$ cat src/rtl/video_timing_pkg.sv
// Shared definitions for the raster timing generator.
// Holds the default 15 kHz timing constants, the raster state record and a
// small window-compare helper used for the sync flags.
package video_timing_pkg;

  // Width of the horizontal and vertical counters.
  localparam int unsigned CNT_W = 9;

  // Default timing (320x240 visible, 384 pixels per line).
  localparam int unsigned DEF_CE_DIV        = 8;
  localparam int unsigned DEF_H_TOTAL       = 384;
  localparam int unsigned DEF_H_ACTIVE      = 320;
  localparam int unsigned DEF_HS_START      = 336;
  localparam int unsigned DEF_HS_END        = 368;
  localparam int unsigned DEF_V_ACTIVE      = 240;
  localparam int unsigned DEF_NTSC_VTOTAL   = 262;
  localparam int unsigned DEF_PAL_VTOTAL    = 312;
  localparam int unsigned DEF_NTSC_VS_START = 244;
  localparam int unsigned DEF_PAL_VS_START  = 270;
  localparam int unsigned DEF_VS_LINES      = 3;

  // Raster position plus the flags describing that position.
  typedef struct packed {
    logic [CNT_W-1:0] hcount;
    logic [CNT_W-1:0] vcount;
    logic             hblank;
    logic             vblank;
    logic             hsync;
    logic             vsync;
  } raster_t;

  // True when lo <= v < hi.
  function automatic logic in_window(input logic [CNT_W-1:0] v,
                                     input logic [CNT_W-1:0] lo,
                                     input logic [CNT_W-1:0] hi);
    return (v >= lo) && (v < hi);
  endfunction

endpackage

$ cat src/rtl/video_timing_ce_divider.sv
// Programmable divide-by-N pulse generator.
// Counts 0..N-1 where N = DIV, or DIV/2 when half_i is set.
// Ports:
//   clk_i   - clock
//   rst_ni  - asynchronous active-low reset
//   half_i  - select half-rate divide (DIV/2)
//   tick_o  - combinational: high on the clock the count is at N-1
//   ce_o    - registered one-clock pulse, high in the cycle after tick_o
module ce_divider #(
  parameter int unsigned DIV = 8
) (
  input  logic clk_i,
  input  logic rst_ni,
  input  logic half_i,
  output logic tick_o,
  output logic ce_o
);

  localparam int unsigned CW = $clog2(DIV);
  localparam logic [CW-1:0] LAST_FULL = CW'(DIV - 1);
  localparam logic [CW-1:0] LAST_HALF = CW'((DIV / 2) - 1);

  logic [CW-1:0] cnt_q;
  logic [CW-1:0] cnt_d;
  logic [CW-1:0] last_s;

  // Terminal-count detect and next count value.
  always_comb begin
    last_s = half_i ? LAST_HALF : LAST_FULL;
    // >= keeps the counter from running away should it ever sit above the
    // half-rate terminal value.
    tick_o = (cnt_q >= last_s);
    if (tick_o) begin
      cnt_d = {CW{1'b0}};
    end else begin
      cnt_d = cnt_q + CW'(1);
    end
  end

  // Count register and registered enable pulse.
  always_ff @(posedge clk_i or negedge rst_ni) begin
    if (!rst_ni) begin
      cnt_q <= {CW{1'b0}};
      ce_o  <= 1'b0;
    end else begin
      cnt_q <= cnt_d;
      ce_o  <= tick_o;
    end
  end

endmodule

$ cat src/rtl/video_timing.sv
// Raster timing generator for the emu core video path.
// Produces the pixel enable, hcount/vcount and blank/sync flags. NTSC/PAL
// line count and the 31 kHz scandoubled mode are latched at frame start.
// Ports:
//   clk, reset_n          - system clock, asynchronous active-low reset
//   pal, scandouble       - mode requests, sampled when the raster wraps
//   ce_pix                - one-clock pixel enable
//   hcount, vcount        - current pixel column / source line
//   HBlank, VBlank        - blanking flags
//   HSync, VSync          - active-high sync flags
//   frame_start           - pulse coincident with ce_pix at (0,0)
//   field                 - toggles every frame
module video_timing
  import video_timing_pkg::*;
#(
  parameter int unsigned CE_DIV        = DEF_CE_DIV,
  parameter int unsigned H_TOTAL       = DEF_H_TOTAL,
  parameter int unsigned H_ACTIVE      = DEF_H_ACTIVE,
  parameter int unsigned HS_START      = DEF_HS_START,
  parameter int unsigned HS_END        = DEF_HS_END,
  parameter int unsigned V_ACTIVE      = DEF_V_ACTIVE,
  parameter int unsigned NTSC_VTOTAL   = DEF_NTSC_VTOTAL,
  parameter int unsigned PAL_VTOTAL    = DEF_PAL_VTOTAL,
  parameter int unsigned NTSC_VS_START = DEF_NTSC_VS_START,
  parameter int unsigned PAL_VS_START  = DEF_PAL_VS_START,
  parameter int unsigned VS_LINES      = DEF_VS_LINES
) (
  input  logic             clk,
  input  logic             reset_n,
  input  logic             pal,
  input  logic             scandouble,
  output logic             ce_pix,
  output logic [CNT_W-1:0] hcount,
  output logic [CNT_W-1:0] vcount,
  output logic             HBlank,
  output logic             VBlank,
  output logic             HSync,
  output logic             VSync,
  output logic             frame_start,
  output logic             field
);

  if ((H_TOTAL > 511) || (H_ACTIVE > 511) || (HS_START > 511) ||
      (HS_END > 511) || (V_ACTIVE > 511) || (NTSC_VTOTAL > 511) ||
      (PAL_VTOTAL > 511) || (NTSC_VS_START > 511) || (PAL_VS_START > 511) ||
      (VS_LINES > 511) || (CE_DIV < 4) || ((CE_DIV % 2) != 0)) begin : g_bad_param
    $error("video_timing: illegal timing parameter");
  end

  localparam logic [CNT_W-1:0] H_LAST       = CNT_W'(H_TOTAL - 1);
  localparam logic [CNT_W-1:0] H_ACT        = CNT_W'(H_ACTIVE);
  localparam logic [CNT_W-1:0] HS_LO        = CNT_W'(HS_START);
  localparam logic [CNT_W-1:0] HS_HI        = CNT_W'(HS_END);
  localparam logic [CNT_W-1:0] V_ACT        = CNT_W'(V_ACTIVE);
  localparam logic [CNT_W-1:0] NTSC_VT_LAST = CNT_W'(NTSC_VTOTAL - 1);
  localparam logic [CNT_W-1:0] PAL_VT_LAST  = CNT_W'(PAL_VTOTAL - 1);
  localparam logic [CNT_W-1:0] NTSC_VS      = CNT_W'(NTSC_VS_START);
  localparam logic [CNT_W-1:0] PAL_VS       = CNT_W'(PAL_VS_START);
  localparam logic [CNT_W-1:0] VS_LEN       = CNT_W'(VS_LINES);

  raster_t          raster_q;
  raster_t          raster_d;
  logic             rep_q;
  logic             rep_d;
  logic             pal_l_q;
  logic             sd_l_q;
  logic             frame_start_q;
  logic             field_q;
  logic             tick_s;
  logic             h_last_s;
  logic             v_inc_s;
  logic             frame_wrap_s;
  logic [CNT_W-1:0] vt_last_s;
  logic [CNT_W-1:0] vs_start_s;
  logic [CNT_W-1:0] vs_end_s;

  // The divider runs at half the period once the frame latches scandouble,
  // which keeps the frame length in clocks identical in both modes.
  ce_divider #(
    .DIV (CE_DIV)
  ) u_ce_divider (
    .clk_i  (clk),
    .rst_ni (reset_n),
    .half_i (sd_l_q),
    .tick_o (tick_s),
    .ce_o   (ce_pix)
  );

  // Next raster position and the flags for that position.
  always_comb begin
    vt_last_s  = pal_l_q ? PAL_VT_LAST : NTSC_VT_LAST;
    vs_start_s = pal_l_q ? PAL_VS : NTSC_VS;
    vs_end_s   = vs_start_s + VS_LEN;
    h_last_s   = (raster_q.hcount == H_LAST);
    rep_d      = rep_q;
    v_inc_s    = 1'b0;
    if (h_last_s) begin
      if (sd_l_q) begin
        // Each source line is emitted twice; vcount moves on the 1->0 edge.
        rep_d   = ~rep_q;
        v_inc_s = rep_q;
      end else begin
        v_inc_s = 1'b1;
      end
    end else begin
      rep_d = rep_q;
    end
    frame_wrap_s = v_inc_s && (raster_q.vcount == vt_last_s);

    raster_d = raster_q;
    if (h_last_s) begin
      raster_d.hcount = {CNT_W{1'b0}};
    end else begin
      raster_d.hcount = raster_q.hcount + CNT_W'(1);
    end
    if (frame_wrap_s) begin
      raster_d.vcount = {CNT_W{1'b0}};
    end else if (v_inc_s) begin
      raster_d.vcount = raster_q.vcount + CNT_W'(1);
    end else begin
      raster_d.vcount = raster_q.vcount;
    end
    raster_d.hblank = (raster_d.hcount >= H_ACT);
    raster_d.hsync  = in_window(raster_d.hcount, HS_LO, HS_HI);
    raster_d.vblank = (raster_d.vcount >= V_ACT);
    raster_d.vsync  = in_window(raster_d.vcount, vs_start_s, vs_end_s);
  end

  // Raster state; advances only on the divider terminal count so outputs
  // change together with the registered ce_pix pulse.
  always_ff @(posedge clk or negedge reset_n) begin
    if (!reset_n) begin
      raster_q      <= '0;
      rep_q         <= 1'b0;
      pal_l_q       <= 1'b0;
      sd_l_q        <= 1'b0;
      frame_start_q <= 1'b0;
      field_q       <= 1'b0;
    end else if (tick_s) begin
      raster_q      <= raster_d;
      rep_q         <= rep_d;
      frame_start_q <= frame_wrap_s;
      if (frame_wrap_s) begin
        field_q <= ~field_q;
        pal_l_q <= pal;
        sd_l_q  <= scandouble;
      end
    end else begin
      frame_start_q <= 1'b0;
    end
  end

  assign hcount      = raster_q.hcount;
  assign vcount      = raster_q.vcount;
  assign HBlank      = raster_q.hblank;
  assign VBlank      = raster_q.vblank;
  assign HSync       = raster_q.hsync;
  assign VSync       = raster_q.vsync;
  assign frame_start = frame_start_q;
  assign field       = field_q;

endmodule
$ cat config.mk
export PLATFORM = sky130hd
export DESIGN_NAME = video_timing
export DESIGN_NICKNAME = d
export VERILOG_FILES = /design/src/rtl/video_timing_pkg.sv /design/src/rtl/video_timing_ce_divider.sv /design/src/rtl/video_timing.sv
export SDC_FILE = /design/constraint.sdc
export NUM_CORES = 1
export LEC_CHECK = 0
export ABC_AREA = 1
export BUFFER_PORTS_ARGS = -buffer_cell sky130_fd_sc_hd__buf_2
export CORE_ASPECT_RATIO = 0.8
export CORE_MARGIN = 3
export CORE_UTILIZATION = 60
export CTS_CLUSTER_DIAMETER = 100
export CTS_CLUSTER_SIZE = 8
export DETAILED_ROUTE_END_ITERATION = 8
export PLACE_DENSITY = 0.91
export REMOVE_ABC_BUFFERS = 1
export SETUP_SLACK_MARGIN = 0.5
export SLEW_MARGIN = 30
export SYNTH_ARGS = -nofsm -noshare
export SYNTH_HDL_FRONTEND = slang
export SYNTH_SLANG_ARGS = --single-unit
export TNS_END_PERCENT = 10
$ cat constraint.sdc
create_clock -name clk -period 3.5 [get_ports clk]
set_input_delay 0 -clock clk [delete_from_list [all_inputs] [get_ports clk]]
set_output_delay 0 -clock clk [all_outputs]
set_load 0.02 [all_outputs]
Yosys cells after proc, flatten, opt, wreduce, memory -nomap -nowiden
Index checks and enable logic that the tools add are counted.
{"block": "totals", "reg_bits": 31, "input_bits": 4, "word_cells": 43}
{"block": "op_classes", "add_sub_neg": 4, "magnitude_cmp": 7, "eq_ne": 2, "muxes": 10, "bitwise": 2, "n_reduce_logical": 5}
{"operator": "$mux W9", "count": 4}
{"operator": "$add A9 B1 Y9 const B", "count": 2}
{"operator": "$ge A9 B9 Y1 const B", "count": 2}
{"operator": "$add A9 B2 Y9 const B", "count": 1}
{"operator": "$eq A9 B9 Y1", "count": 1}
{"operator": "$eq A9 B9 Y1 const B", "count": 1}
{"operator": "$ge A9 B8 Y1 const B", "count": 1}
{"operator": "$ge A9 B9 Y1", "count": 1}
{"operator": "$lt A9 B9 Y1", "count": 1}
{"operator": "$lt A9 B9 Y1 const B", "count": 1}
{"operator": "$mux W3", "count": 2}
{"operator": "$mux W6", "count": 1}
{"operator": "$add A3 B1 Y3 const B", "count": 1}
{"operator": "$ge A3 B3 Y1", "count": 1}
{"operator": "$logic_and A1 B1 Y1", "count": 3}
{"operator": "$mux W1", "count": 3}
{"operator": "$reduce_and A3 Y1", "count": 1}
{"operator": "$not A1 Y1", "count": 2}
{"operator": "$reduce_and A2 Y1", "count": 1}

Depth between registers and ports, before layout
Gate-level depths: netlist (run 1).
{"block": "depth", "ltp_word": 6, "ltp_mapped": 17, "ltp_nobuf": 17}

By module
From an unflattened synthesis (run 1), not the netlist that was laid out.
{"block": "unflattened", "cells_unflattened": 259, "hier_area_um2": 2014.4}
{"module": "video_timing", "instances": 1, "cells_per_inst": 241, "area_per_inst_um2": 1839.3}
{"module": "ce_divider", "instances": 1, "cells_per_inst": 18, "area_per_inst_um2": 175.2}

Least setup slack after synthesis (run 1)
OpenSTA, ideal clock, no wires.
{"block": "synth_path", "path_type": "register -> register", "start": "register raster_q (netlist bit hcount[0])", "end": "register raster_q (netlist bit VSync)", "arrival_ns": 2.226, "slack_ns": 1.208, "path_stages_with_launch": 16, "n_path_buf": 0, "synth_period_minus_slack_ns": 2.292, "cell_sequence": "dfrtp_1 > ha_1 > nand3_4 > nor2_8 > nand3_4 > inv_2 > or2_2 > nand3_1 > inv_1 > ha_1 > nand2_1 > nor3b_1 > nand3_1 > a21oi_1 > nand2_1 > nand2_1"}
{"element": "start: declaration", "line_no": "video_timing.sv:61", "text": "raster_t raster_q;"}
{"element": "start signal: assignment", "line_no": "video_timing.sv:140", "text": "raster_q <= raster_d;"}

==> run_results.csv, run 1 <==
group,metric,value,unit
worst_setup_path,crit_type,"reg -> reg",
yosys,ys_warn_count,0,
yosys,synth_area_leader_cell,"dfrtp_1",
worst_setup_path,cp_data_arrival_time,2.73,ns
sta,tightest_slew,0.683,ns
die,ioPinCount,29,
worst_setup_path,cp_data_required_time,3.73,ns
route,wl_per_cell,13.0,um
placement,dp_hpwl,3170,um
sta,finalCritPeriodShare,71.6,%
worst_setup_path,path_cells,"ha_1 > nand3_4 > nor2_8 > nand3_4 > inv_2 > nand2_2 > nand3_1 > inv_1 > ha_1 > nand2_1 > nor3b_1 > nand3_1 > a21oi_1 > nand2_1 > nand2_1",
sta,final-hold-violation-count,0,
placement,post_dp_cell_area,2150,sq um
cts,cts_buffer_depth,2,
global_routing,grt_start_max_net_pins,32,
route,viasPerCell,5.32,
finish,multi_input_area,1060,sq um
route,first_iter_violations,135,
yosys,avgSynthCellArea,7.60,sq um
cts,clkSlewWorstSetupHoldPaths,0.07,ns
worst_setup_path,worst-path-buf-inv,2,
sta,fmax,399,MHz
yosys,synth_area_leaders,"dfrtp_1 (39%), nand2_1 (14%), ha_1 (8.2%)",
worst_setup_path,setup.worst_path.start,"hcount[0]$_DFFE_PN0N_",
worst_setup_path,worstSetupEndpointType,"flop",
die,initial_core_util,63.3,%
placement,place.gp.congestion,0.933,
cts,clockRootBuffer,"clkbuf_8",
cts,cts_buffers,5,
sta,fin_worst_skew,0.00436,ns
yosys,synthCells,261,
die,die_x,70.3,um
sta,setup_tns,0,ns
yosys,synth-async-reset-ratio,100,%
yosys,ys_types,28,
die,die_h,57.4,um
route,vias,1787,
finish,design_area,2290,sq um
route,drt_wl_total,4380,um
worst_setup_path,reg2regPathDepth,15,
yosys,ys_ff_latch,31,
cts,clock-sinks,31,
pwr,p_leak,0.00126,uW
global_routing,grt_pass1_vias,1666,
sta,min_period,2.50,ns
finish,seq_area,776,sq um
die,core,3130,sq um
worst_setup_path,cp_slowest_cell,"dfrtp_1",
worst_setup_path,cp_slowest_stage_delay,0.44,ns
route,drt_pass1_iterations,5,
die,num_rows,18,
placement,port_buffers,28,
worst_setup_path,startpoint_type,"flop",
yosys,ys_top_cells_by_count,"nand2_1 (76), dfrtp_1 (31), inv_1 (31)",
worst_setup_path,cp.depth,15,
outcome,status,"finished, final reports clean",
die,die-area,4040,sq um
finish,area_delta_synth_final,15.4,%
finish,num-fill-cells,229,
yosys,synth_edf_count,0,
job,cap_violations,0,
cts,htree_levels,2,
yosys,yosys.area.top_type_share,39.1,%
cts,cts_resized,0,
sta,relSlewSlack,54.5,%
cts,tritoncts,"yes",
global_routing,overflow,0,
global_routing,grt_pass1_wl,7680,um
route,ant_nets,0,
worst_setup_path,critical-path-top-delay-family,"simple AND/OR/NAND/NOR gates",
global_routing,antenna_found_initial,0,
sta,setup_viol,0,
finish,final_nets,312,
yosys,yosysSeqAreaShare,39.1,%
route,drc,0,
worst_setup_path,crit_top_cell,"nand2_1",
finish,antenna_cells,0,
pwr,vdd_drop_max,0.000233,V
pwr,powerDensity,299,nW/um^2
finish,layout-drive-gt1-share,16.2,%
sta,rsz0062_at_grt,"false",
sta,slew_violations,0,
yosys,syn_area,1980,sq um
global_routing,track_usage,24.2,%
cts,insertion_delay,0.29,ns
worst_setup_path,worstPathMaxFanout,12,
yosys,synth.most_common_cell,"nand2_1",
worst_hold_path,hold_class,"in -> async",
worst_setup_path,worstReg2RegStart,"hcount[0]$_DFFE_PN0N_",
yosys,synth_ff_type,"dfrtp_1",
cell usage in the layout, fill, tap and decap left out, drive strengths merged, types with 4 or more instances in the layout:
cell    netlist  layout
nor2         25      25
dfrtp        31      31
buf           1      29
nand3        18      18
nor3          4       4
clkbuf        4       7
nand2        80      80
a21oi         6       6
xor2          8       8
inv          32      32
nand4         5       5
ha           13      13
o21ai        20      20
final timing paths:
check / slack [ns] / end
setup / recovery: 1.0 / VSync$_DFFE_PN0N_
hold / removal: 0.29 / vcount[8]$_DFFE_PN0N_
setup reg to reg: 1.0 / VSync$_DFFE_PN0N_
hold reg to reg: 0.47 / u_ce_divider.cnt_q[0]$_DFF_PN0_
max in group asynchronous: 2.76 / vcount[2]$_DFFE_PN0N_
min in group clk: 0.47 / pal_l_q$_DFFE_PN0P_
layout make-up:
| type | count | share of cell area [%] |
|---|---|---|
| Clock inverter | 1 | 0.328 |
| Sequential cell | 31 | 33.9 |
| Multi-Input combinational cell | 193 | 46.4 |
| Tap cell | 40 | 2.19 |
| Timing Repair Buffer | 32 | 7.76 |
| Clock buffer | 7 | 4.21 |
| Inverter | 32 | 5.25 |
state kept, by name, indices dropped and copies added, names as in the netlist:
name	flops
u_ce_divider.ce_o	1
sd_l_q	1
HSync	1
u_ce_divider.cnt_q	3
field	1
HBlank	1
VBlank	1
frame_start	1
hcount	9
rep_q	1
VSync	1
vcount	9
pal_l_q	1
routing by layer:
metal,GRT usage (%),routed length [um]
met1,33.0,2070
met2,38.3,1970
met3,5.11,283
met4,8.74,61
met5,0,0
per-stage QoR:
step	utilization, %	total power (uW)	worst slack (ns)	instances	hold WS [ns]
final	73.1	684	0.996	336	0.289
after global routing	73.1	710	0.643	336	0.361
after CTS	73.1	689	1.03	336	0.312
after detailed placement	68.8	374	1.04	325	0.0818
after global placement	68.8	374	1.16	325	0.0756
after floorplan	-	365	1.11	256	-0.296
cell families after synthesis:
group | count (synthesis) | share of synthesized area, %
AND/OR/NAND/NOR | 139 | 32.4
buffers and inverters | 37 | 7.38
flip-flops | 31 | 39.1
AO/OA/AOI/OAI | 30 | 8.08
adder cells (fa/ha/maj) | 13 | 8.20
XOR/XNOR | 11 | 4.86
power breakdown:
part / switching (uW) / total (uW) / internal, uW
clock network: 136 / 315 / 179
registers: 0 / 358 / 358
logic: 7.56 / 10.9 / 3.35
total: 144 / 684 / 540
timing repair:
action	in CTS	in global routing
hold endpoints to repair	33	0
hold buffers	3	0
buffers inserted	0	0
(Power assumes the default switching activity.)
==> run 2, diff against run 1 <==
--- a/config.mk
+++ b/config.mk
@@ -9,11 +9,11 @@
 export BUFFER_PORTS_ARGS = -buffer_cell sky130_fd_sc_hd__buf_2
 export CORE_ASPECT_RATIO = 0.8
 export CORE_MARGIN = 3
-export CORE_UTILIZATION = 60
+export CORE_UTILIZATION = 57
 export CTS_CLUSTER_DIAMETER = 100
 export CTS_CLUSTER_SIZE = 8
 export DETAILED_ROUTE_END_ITERATION = 8
-export PLACE_DENSITY = 0.91
+export PLACE_DENSITY = 0.88
 export REMOVE_ABC_BUFFERS = 1
 export SETUP_SLACK_MARGIN = 0.5
 export SLEW_MARGIN = 30
==> constraint.sdc (replaced) <==
create_clock -name clk -period 2.5 [get_ports clk]
set_input_delay 0 -clock clk [delete_from_list [all_inputs] [get_ports clk]]
set_output_delay 0 -clock clk [all_outputs]
set_load 0.02 [all_outputs]
==> run 2 against run 1 <==
Effect of this change: routed wire length increased by 57%; critical path depth unchanged; clock skew increased by 0.0037 ns; design area increased by 19%.
==> run_results.csv, run 2 (synthesized netlist as in run 1, its figures left out) <==
group,metric,value,unit
outcome,status,"finished, final reports clean",
die,ioPinCount,29,
worst_setup_path,cp_slowest_cell,"dfrtp_1",
die,num_rows,18,
cts,cts_buffers,5,
route,wl_met1,2670,um
route,viasPerCell,6.18,
pwr,power.total,1040,uW
sta,tightest_slew,0.684,ns
placement,place.gp.congestion,0.895,
route,first_iter_violations,416,
route,ant_nets,0,
route,drt_pass1_iterations,5,
global_routing,overflow,0,
worst_setup_path,cp_slowest_stage_delay,0.43,ns
worst_setup_path,crit_type,"reg -> reg",
sta,fmax,406,MHz
die,die_x,71.9,um
worst_setup_path,setup.worst_path.start,"vcount[0]$_DFFE_PN0N_",
cts,clkSlewWorstSetupHoldPaths,0.07,ns
route,wl_per_cell,19.1,um
finish,mostFrequentLayoutCells,"nand2_1 (67), buf_2 (28), inv_1 (26)",
die,initial_core_util,62.0,%
sta,finalCritPeriodShare,98.6,%
worst_setup_path,worstPathMaxFanout,4,
finish,area_delta_synth_final,37.8,%
sta,min_period,2.47,ns
pwr,vdd_drop_max,0.000511,V
cts,htree_levels,2,
route,vias,2224,
placement,dp_hpwl,3280,um
worst_setup_path,cp_data_arrival_time,2.69,ns
route,wl_met3,776,um
sta,slew_violations,0,
cts,clockRootBuffer,"clkbuf_8",
global_routing,antenna_found_initial,0,
job,cap_violations,0,
pwr,powerDensity,381,nW/um^2
finish,antenna_cells,0,
global_routing,grt_start_max_net_pins,32,
die,core,3200,sq um
finish,final_nets,336,
global_routing,track_usage,25.1,%
worst_setup_path,startpoint_type,"flop",
pwr,p_leak,0.00143,uW
finish,final_common_cell,"nand2_1",
route,top_layer,"met4",
route,wl_met2,2990,um
die,die_h,58.8,um
cts,tritoncts,"yes",
sta,setup_tns,0,ns
cts,cts_buffer_depth,2,
worst_setup_path,worstSetupEndpointType,"flop",
finish,layout-drive-gt1-share,34.7,%
sta,rsz0062_at_grt,"true",
worst_setup_path,crit_top_cell,"nand2_1",
route,drt_wl_total,6890,um
placement,port_buffers,28,
route,drc,0,
sta,relSlewSlack,54.4,%
sta,fin_worst_skew,0.00810,ns
sta,final-hold-violation-count,0,
cts,insertion_delay,0.29,ns
global_routing,grt_pass1_vias,1795,
sta,setup_viol,0,
global_routing,grt_pass1_wl,8130,um
worst_setup_path,worstReg2RegStart,"vcount[0]$_DFFE_PN0N_",
worst_setup_path,path_cells,"buf_6 > inv_2 > nor2_4 > nand2_1 > xor2_1 > nand2_1 > nand2_2 > inv_1 > ha_1 > inv_1 > nor4_4 > nand3_1 > a21oi_2 > nand2_1 > nand2_1",
cts,clock-sinks,31,
worst_setup_path,cp_data_required_time,2.72,ns
worst_hold_path,hold_class,"in -> async",
die,die-area,4230,sq um
## run 2: cell types whose count changed in the layout (fill, tap and decap cells not counted), moves of 5 or more
cell and change:
buf_4 +20, nand2_1 -9, nand2_2 +7, dfrtp_1 -6
dfrtp_2 +6, ha_1 -5, ha_4 +5, inv_1 -5
## run 2: through the flow
stage	area (sq um)	cells	hold slack [ns]	util, %	setup WS, ns
finish	2730	360	0.300	85.4	0.0340
floorplan	1960	256	-0.296	-	0.114
CTS	2410	346	0.314	75.5	0.297
detailed placement	2180	329	0.0786	68.3	0.0998
global route	2730	360	0.379	85.4	-0.0963
global placement	2180	329	0.0752	68.3	0.160
## run 2: area by class of cell
class | count | area, sq um
repair buffers | 56 | 395
flip-flops and latches | 31 | 783
fillers | 157 | 465
well taps | 40 | 50.0
clock buffers | 6 | 82.6
clock inverters | 2 | 35.0
inverters | 32 | 125
multi-input cells | 193 | 1260
## run 2: worst max-delay path, delay by kind of cell, from the launching register on
family | cells | cell delay, ns
AOI/OAI and AO/OA | 1 | 0.12
DFF | 1 | 0.43
and+or+nand+nor | 8 | 0.86
buffers and inverters | 4 | 0.39
adders and majority gates | 1 | 0.31
xor gates and xnor gates | 1 | 0.29
## run 2: per-layer routing
layer | vias to the layer above | global-route usage [%]
met5 | - | 0
met4 | 0 | 12.6
met3 | 61 | 4.44
met2 | 183 | 38.5
met1 | 1032 | 34.3
li1 | 948 | -
## run 2: final timing paths
path	to	slack [ns]	cells after the start
setup / recovery	VSync$_DFFE_PN0N_	0.03	15
max in group asynchronous	vcount[2]$_DFFE_PN0N_	1.72	2
setup reg to reg	VSync$_DFFE_PN0N_	0.03	15
hold / removal	rep_q$_DFFE_PN0P_	0.30	2
hold reg to reg	u_ce_divider.cnt_q[0]$_DFF_PN0_	0.48	1
min in group clk	sd_l_q$_DFFE_PN0P_	0.45	4
## run 2: repair_timing
item,in CTS,in global routing
setup endpoints to repair,1,2
resized for setup,10,50
hold buffers,3,0
buffers inserted,6,13
endpoints found under the hold margin,33,0
cloned,0,1
pin swaps,5,18
## run 2: power breakdown
group	internal, uW	switching (uW)	total (uW)
sequential	501	0	501
combinational	4.67	10.2	14.9
clock	322	201	524
